### config.mk
export PLATFORM = sky130hd
export DESIGN_NAME = ulpi_reg_arbiter
export DESIGN_NICKNAME = d
export VERILOG_FILES = /design/src/rtl/ulpi_reg_pkg.sv /design/src/rtl/ulpi_reg_arbiter_rr.sv /design/src/rtl/ulpi_reg_arbiter.sv
export SDC_FILE = /design/constraint.sdc
export NUM_CORES = 1
export LEC_CHECK = 0
export ABC_AREA = 1
export CAP_MARGIN = 10
export CORE_MARGIN = 2
export CORE_UTILIZATION = 35
export CTS_CLUSTER_DIAMETER = 100
export DETAILED_ROUTE_END_ITERATION = 8
export GPL_TIMING_DRIVEN = 0
export PLACE_DENSITY = 0.72
export SLEW_MARGIN = 10
export SYNTH_ARGS = -nofsm -noshare
export SYNTH_HDL_FRONTEND = slang
export SYNTH_SLANG_ARGS = --single-unit
### constraint.sdc
create_clock -name CLK -period 0.95 [get_ports CLK]
set_input_delay 0.19 -clock CLK [delete_from_list [all_inputs] [get_ports CLK]]
set_output_delay 0.19 -clock CLK [all_outputs]
set_load 0.02 [all_outputs]
### src/rtl/ulpi_reg_pkg.sv
// Shared types and constants for the ULPI PHY register-access arbiter.
// Holds the arbiter state encoding, port widths and well-known ULPI register addresses.
package ulpi_reg_pkg;

    localparam int ULPI_ADDR_W = 6;
    localparam int ULPI_DATA_W = 8;

    localparam logic [ULPI_ADDR_W-1:0] ULPI_REG_VENDOR_ID_LO = 6'h00;
    localparam logic [ULPI_ADDR_W-1:0] ULPI_REG_FUNC_CTRL    = 6'h04;
    localparam logic [ULPI_ADDR_W-1:0] ULPI_REG_IFC_CTRL     = 6'h07;
    localparam logic [ULPI_ADDR_W-1:0] ULPI_REG_OTG_CTRL     = 6'h0A;
    localparam logic [ULPI_ADDR_W-1:0] ULPI_REG_SCRATCH      = 6'h16;

    typedef enum logic [1:0] {
        IDLE    = 2'd0,
        ISSUE   = 2'd1,
        RELEASE = 2'd2
    } arb_state_e;

endpackage

### src/rtl/ulpi_reg_arbiter_rr.sv
// rr_arbiter: combinational round-robin picker. The winner is the first requester
// after last_i (wrapping); grant_o is one-hot, or all zero when update_i is low.
module rr_arbiter #(
    parameter int N = 2,
    localparam int IW = (N > 1) ? $clog2(N) : 1
) (
    input  logic [N-1:0]  req_i,
    input  logic [IW-1:0] last_i,
    input  logic          update_i,
    output logic [N-1:0]  grant_o
);

    logic found;
    int   idx;

    always_comb begin
        grant_o = '0;
        found   = 1'b0;
        idx     = 0;
        if (update_i) begin
            for (int k = 1; k <= N; k++) begin
                idx = (int'(last_i) + k) % N;
                if (!found && req_i[idx]) begin
                    grant_o[idx] = 1'b1;
                    found        = 1'b1;
                end
            end
        end
    end

endmodule

### src/rtl/ulpi_reg_arbiter.sv
// Round-robin sharing of the ULPI PHY register port among NREQ requesters.
// Optional acknowledge watchdog is enabled by defining ULPI_ARB_TIMEOUT_EN.
module ulpi_reg_arbiter
    import ulpi_reg_pkg::*;
#(
    parameter int NREQ = 2
`ifdef ULPI_ARB_TIMEOUT_EN
    ,
    parameter int TIMEOUT = 255
`endif
) (
    input  logic                        CLK,
    input  logic                        RST,
    input  logic [NREQ-1:0]             REQ_VALID,
    input  logic [NREQ-1:0]             REQ_WRITE,
    input  logic [ULPI_ADDR_W*NREQ-1:0] REQ_ADDR,
    input  logic [ULPI_DATA_W*NREQ-1:0] REQ_WDATA,
    output logic [NREQ-1:0]             REQ_DONE,
    output logic [ULPI_DATA_W-1:0]      REQ_RDATA,
    output logic                        REQ_ERR,
    output logic [ULPI_ADDR_W-1:0]      REG_ADDR,
    output logic [ULPI_DATA_W-1:0]      REG_DATA_WRITE,
    output logic                        REG_WRITE_REQ,
    input  logic                        REG_WRITE_ACK,
    output logic                        REG_READ_REQ,
    input  logic                        REG_READ_ACK,
    input  logic [ULPI_DATA_W-1:0]      REG_DATA_READ
);

    localparam int IW = $clog2(NREQ);

    arb_state_e           state_q, state_d;
    logic [IW-1:0]        last_q, last_d;
    logic [IW-1:0]        owner_q, owner_d;
    logic                 write_q, write_d;
    logic [ULPI_ADDR_W-1:0] addr_q, addr_d;
    logic [ULPI_DATA_W-1:0] wdata_q, wdata_d;
    logic                 wr_req_q, wr_req_d;
    logic                 rd_req_q, rd_req_d;
    logic [NREQ-1:0]      done_q, done_d;
    logic [ULPI_DATA_W-1:0] rdata_q, rdata_d;

    logic [NREQ-1:0]      grant;
    logic [IW-1:0]        grant_idx;
    logic                 ack_any;
    logic                 ack_hit;

`ifdef ULPI_ARB_TIMEOUT_EN
    localparam logic [15:0] TIMEOUT_LIM = 16'(TIMEOUT - 1);
    logic [15:0] cnt_q, cnt_d;
    logic        err_q, err_d;
    assign REQ_ERR = err_q;
`else
    assign REQ_ERR = 1'b0;
`endif

    assign ack_any = REG_WRITE_ACK | REG_READ_ACK;
    // Only the acknowledge matching the outstanding direction completes a transaction.
    assign ack_hit = write_q ? REG_WRITE_ACK : REG_READ_ACK;

    rr_arbiter #(.N(NREQ)) u_rr (
        .req_i    (REQ_VALID),
        .last_i   (last_q),
        .update_i ((state_q == IDLE) && !ack_any),
        .grant_o  (grant)
    );

    always_comb begin
        grant_idx = '0;
        for (int i = 0; i < NREQ; i++) begin
            if (grant[i]) grant_idx = IW'(i);
        end
    end

    always_comb begin
        state_d  = state_q;
        last_d   = last_q;
        owner_d  = owner_q;
        write_d  = write_q;
        addr_d   = addr_q;
        wdata_d  = wdata_q;
        wr_req_d = wr_req_q;
        rd_req_d = rd_req_q;
        done_d   = '0;
        rdata_d  = rdata_q;
`ifdef ULPI_ARB_TIMEOUT_EN
        cnt_d    = cnt_q;
        err_d    = 1'b0;
`endif
        case (state_q)
            IDLE: begin
                if (|grant) begin
                    owner_d  = grant_idx;
                    last_d   = grant_idx;
                    write_d  = REQ_WRITE[grant_idx];
                    addr_d   = REQ_ADDR[grant_idx*ULPI_ADDR_W +: ULPI_ADDR_W];
                    wdata_d  = REQ_WDATA[grant_idx*ULPI_DATA_W +: ULPI_DATA_W];
                    wr_req_d = REQ_WRITE[grant_idx];
                    rd_req_d = !REQ_WRITE[grant_idx];
`ifdef ULPI_ARB_TIMEOUT_EN
                    cnt_d    = '0;
`endif
                    state_d  = ISSUE;
                end
            end
            ISSUE: begin
                if (ack_hit) begin
                    wr_req_d        = 1'b0;
                    rd_req_d        = 1'b0;
                    done_d[owner_q] = 1'b1;
                    if (!write_q) rdata_d = REG_DATA_READ;
                    state_d         = RELEASE;
                end
`ifdef ULPI_ARB_TIMEOUT_EN
                else if (cnt_q == TIMEOUT_LIM) begin
                    wr_req_d        = 1'b0;
                    rd_req_d        = 1'b0;
                    done_d[owner_q] = 1'b1;
                    err_d           = 1'b1;
                    rdata_d         = '0;
                    state_d         = RELEASE;
                end else begin
                    cnt_d = cnt_q + 16'd1;
                end
`endif
            end
            RELEASE: begin
                if (!ack_any) state_d = IDLE;
            end
            default: state_d = IDLE;
        endcase
    end

    always_ff @(posedge CLK) begin
        if (RST) begin
            state_q  <= IDLE;
            last_q   <= IW'(NREQ - 1);
            owner_q  <= '0;
            write_q  <= 1'b0;
            addr_q   <= '0;
            wdata_q  <= '0;
            wr_req_q <= 1'b0;
            rd_req_q <= 1'b0;
            done_q   <= '0;
            rdata_q  <= '0;
`ifdef ULPI_ARB_TIMEOUT_EN
            cnt_q    <= '0;
            err_q    <= 1'b0;
`endif
        end else begin
            state_q  <= state_d;
            last_q   <= last_d;
            owner_q  <= owner_d;
            write_q  <= write_d;
            addr_q   <= addr_d;
            wdata_q  <= wdata_d;
            wr_req_q <= wr_req_d;
            rd_req_q <= rd_req_d;
            done_q   <= done_d;
            rdata_q  <= rdata_d;
`ifdef ULPI_ARB_TIMEOUT_EN
            cnt_q    <= cnt_d;
            err_q    <= err_d;
`endif
        end
    end

    assign REQ_DONE       = done_q;
    assign REQ_RDATA      = rdata_q;
    assign REG_ADDR       = addr_q;
    assign REG_DATA_WRITE = wdata_q;
    assign REG_WRITE_REQ  = wr_req_q;
    assign REG_READ_REQ   = rd_req_q;

endmodule

==> results.yml <==
timing:
  finalWorstSetupSlack_ns: -0.279
  timing.final.crit_period_ns: 1.23
  period_share_pct: 129
  rsz0062_at_grt: "true"
  report.final.hold_viol_count: 0
  finalClockSkew_ns: 0.00564
  fin_tns_setup_ns: -5.72
  setup-violations-final: 28
  slew_viol_final: 0
  fmax_ghz: 0.814
status:
  status: "finished with violations"
  violations: "setup timing"
route:
  first_pass_iters: 4
  route.detailed.drc: 0
  wl_mm: 3.71
  drt-vias-per-instance: 4.57
  drt_iter0_markers: 52
  routed_wire_length_on_met2_mm: 1.83
  dr_total_vias: 1417
  final_antenna_net_count: 0
  m1WireLength_mm: 1.51
  top_layer_used: "met4"
  routed_wire_length_per_instance_um: 12.0
  route.met3.wl_um: 327
job:
  maxCapViolations: 0
floorplanning:
  die_area_mm2: 0.00439
  die_width_um: 66.2
  start_util_pct: 36.7
  std_cell_rows: 22
  fp.coreArea_mm2: 0.00369
  num_io_pins: 71
  die_h_um: 66.2
synth:
  synthesis.yosys.warnings: 0
  average_cell_area_after_synthesis_um2: 8.26
  synth.area.top_cells: "sky130_fd_sc_hd__dfxtp_1, sky130_fd_sc_hd__nor2_1, sky130_fd_sc_hd__a21oi_2"
  portion_of_the_post_synthesis_area_used_by_sequential_elements_pct: 45.8
  post-synth-top-area-cell: "sky130_fd_sc_hd__dfxtp_1"
  synth.top_cell.area_share_pct: 45.8
  synth.distinct_cells: 23
  synthesis.nets: 208
  netlist_instances: 164
  syn-cell-area_mm2: 0.00136
  ys_seq_elements: 31
global_route:
  grt_max_degree: 12
  global_route_wire_length_before_repair_mm: 5.82
  grt_overall_usage_pct: 17.6
  grt.overflow.total: 0
  first_global_vias: 1265
  grt_antenna_before_repair: 0
critical_path:
  setup.worst_path.class: "flip-flop to flip-flop"
  startpoint_type: "flip-flop"
  critPathMaxFanout: 5
  worstPathRequired_ns: 1.16
  critical_path.endpoint_type: "flip-flop"
  critPathArrivalTime_ns: 1.44
power_and_ir_drop:
  power_switching_share_pct: 28.0
  cellPowerDensity_mw_per_mm2: 1290
  power_report.internal_total_mw: 2.38
  power_frac_seq_pct: 43.4
  netSwitchingPower_mw: 0.927
  clkPwrFrac_pct: 30.3
  comb_power_share_pct: 26.3
  worst_ir_drop_vdd_v: 0.000696
  leakagePower_nw: 1.06
cells_and_area:
  mostFrequentLayoutCells: "sky130_fd_sc_hd__clkdlybuf4s50_1, sky130_fd_sc_hd__nor2_1, sky130_fd_sc_hd__buf_6"
  layoutNonFillerInstCount: 310
  fillers: 289
  area_delta_synth_final_pct: 89.8
  final_common_cell: "sky130_fd_sc_hd__clkdlybuf4s50_1"
  drive_above_1_share_pct: 50.4
  num_antenna_cells: 0
  final_nets: 305
clocking:
  ctsHoldBuffers: 0
  cts-htree-levels: 2
  tritoncts: "built"
  tritoncts_num_sinks: 31
  numCtsBuffers: 5
  clockRootBuffer: "sky130_fd_sc_hd__clkbuf_8"
  cts-root-to-sink-buffers: 2
  worstSkewPairLatency_ns: 0.28
  cts.clk_slew.worst_paths_ns: 0.07
placement:
  globalplace.congestion: 0.850
  placedCellCount: 281
  place.detailed.hpwl_mm: 2.38
  number_of_i_o_port_buffers: 69
worst_hold_path:
  timing.hold.worst.class: "input pin to flip-flop"
through the flow:
stage                     hold WS (ns)  power [mW]  setup WS (ns)  utilization [%]  cell area (µm²)
after global routing             0.325        3.50         -0.366             69.7             2570
final                            0.319        3.31         -0.279             69.7             2570
after detailed placement         0.427        2.15         -0.718             58.0             2140
after global placement           0.434        2.15         -0.714             58.0             2140
after CTS                        0.318        3.26         -0.256             65.8             2430
after floorplan                  0.252        1.80         -0.106                -             1390
flip-flops by register name, indices dropped and copies added, names as in the netlist, 2 cells and up:
| register | flops |
|---|---|
| REG_DATA_WRITE | 8 |
| REG_ADDR | 6 |
| state_q | 2 |
| REQ_RDATA | 8 |
| REQ_DONE | 2 |
critical path, cell delays in order, from the launching register on:
cell and delay, ns:
sky130_fd_sc_hd__dfxtp_2 0.32, sky130_fd_sc_hd__nor2_2 0.11, sky130_fd_sc_hd__nand2_2 0.11, sky130_fd_sc_hd__nor2_4 0.17
sky130_fd_sc_hd__buf_6 0.15, sky130_fd_sc_hd__buf_8 0.13, sky130_fd_sc_hd__o21ai_4 0.05, sky130_fd_sc_hd__a21oi_2 0.11
area by class of cell:
class                   instances  area, µm²  share of cell area (%)
repair buffers                 89        897                    34.9
flip-flops and latches         31        656                    25.5
well taps                      48       60.1                    2.34
inverters                       8       45.0                    1.75
multi-input cells             118        741                    28.8
plain buffers                   8       83.8                    3.26
clock buffers                   5       68.8                    2.68
clock inverters                 3       20.0                   0.779
repair_timing:
action / CTS / global route
endpoints found under the setup margin: 57 / 49
resized for setup: 186 / 34
cloned: 4 / 0
setup buffers: 10 / 7
pin swaps: 7 / 4
metal layers:
| layer | up-vias | GRT usage (%) |
|---|---|---|
| met5 | - | 0 |
| met4 | 0 | 5.36 |
| met3 | 5 | 8.35 |
| met2 | 50 | 26.9 |
| met1 | 623 | 21.8 |
| li1 | 739 | - |
power groups by stage:
stage / registers (mW) / logic [mW] / clock network [mW]
global placement: 1.44 / 0.703 / 0
finish: 1.44 / 0.870 / 1.00
CTS: 1.43 / 0.799 / 1.03
global route: 1.44 / 0.935 / 1.12
floorplan: 1.52 / 0.281 / 0
detailed placement: 1.45 / 0.705 / 0
final timing paths:
kind / slack, ns / cells past startpoint / from / end
worst max-delay path: -0.28 / 7 / state_q[0] / REG_DATA_WRITE[2]
worst min-delay path: 0.32 / 2 / RST / owner_q
worst max register to register: -0.28 / 7 / state_q[0] / REG_DATA_WRITE[2]
worst min register to register: 0.46 / 1 / owner_q / REQ_DONE[0]
cell families after synthesis:
family                 count (synthesis)  share of synthesized area [%]
AND/OR/NAND/NOR                       59                           18.8
AO/OA/AOI/OAI                         57                           28.1
flip-flops                            31                           45.8
buffers and inverters                 16                           7.02
other                                  1                          0.277
synth_stat cells:
cell type and n:
sky130_fd_sc_hd__nor2_1 36, sky130_fd_sc_hd__conb_1 1, sky130_fd_sc_hd__nor3_1 1, sky130_fd_sc_hd__o31ai_1 1, sky130_fd_sc_hd__nor2b_1 1, sky130_fd_sc_hd__nand2_1 11
sky130_fd_sc_hd__o21ai_1 15, sky130_fd_sc_hd__nor2_4 2, sky130_fd_sc_hd__buf_2 1, sky130_fd_sc_hd__nand3_1 4, sky130_fd_sc_hd__a21oi_2 14, sky130_fd_sc_hd__dfxtp_1 31
sky130_fd_sc_hd__buf_4 3, sky130_fd_sc_hd__inv_1 6, sky130_fd_sc_hd__nor2_2 1, sky130_fd_sc_hd__a21oi_1 2, sky130_fd_sc_hd__o21ai_0 9, sky130_fd_sc_hd__inv_2 2
sky130_fd_sc_hd__o21bai_1 14, sky130_fd_sc_hd__clkbuf_1 1, sky130_fd_sc_hd__o21a_1 2, sky130_fd_sc_hd__buf_6 3, sky130_fd_sc_hd__nand2_2 3
No activity file was read; power rests on OpenSTA's default activity.
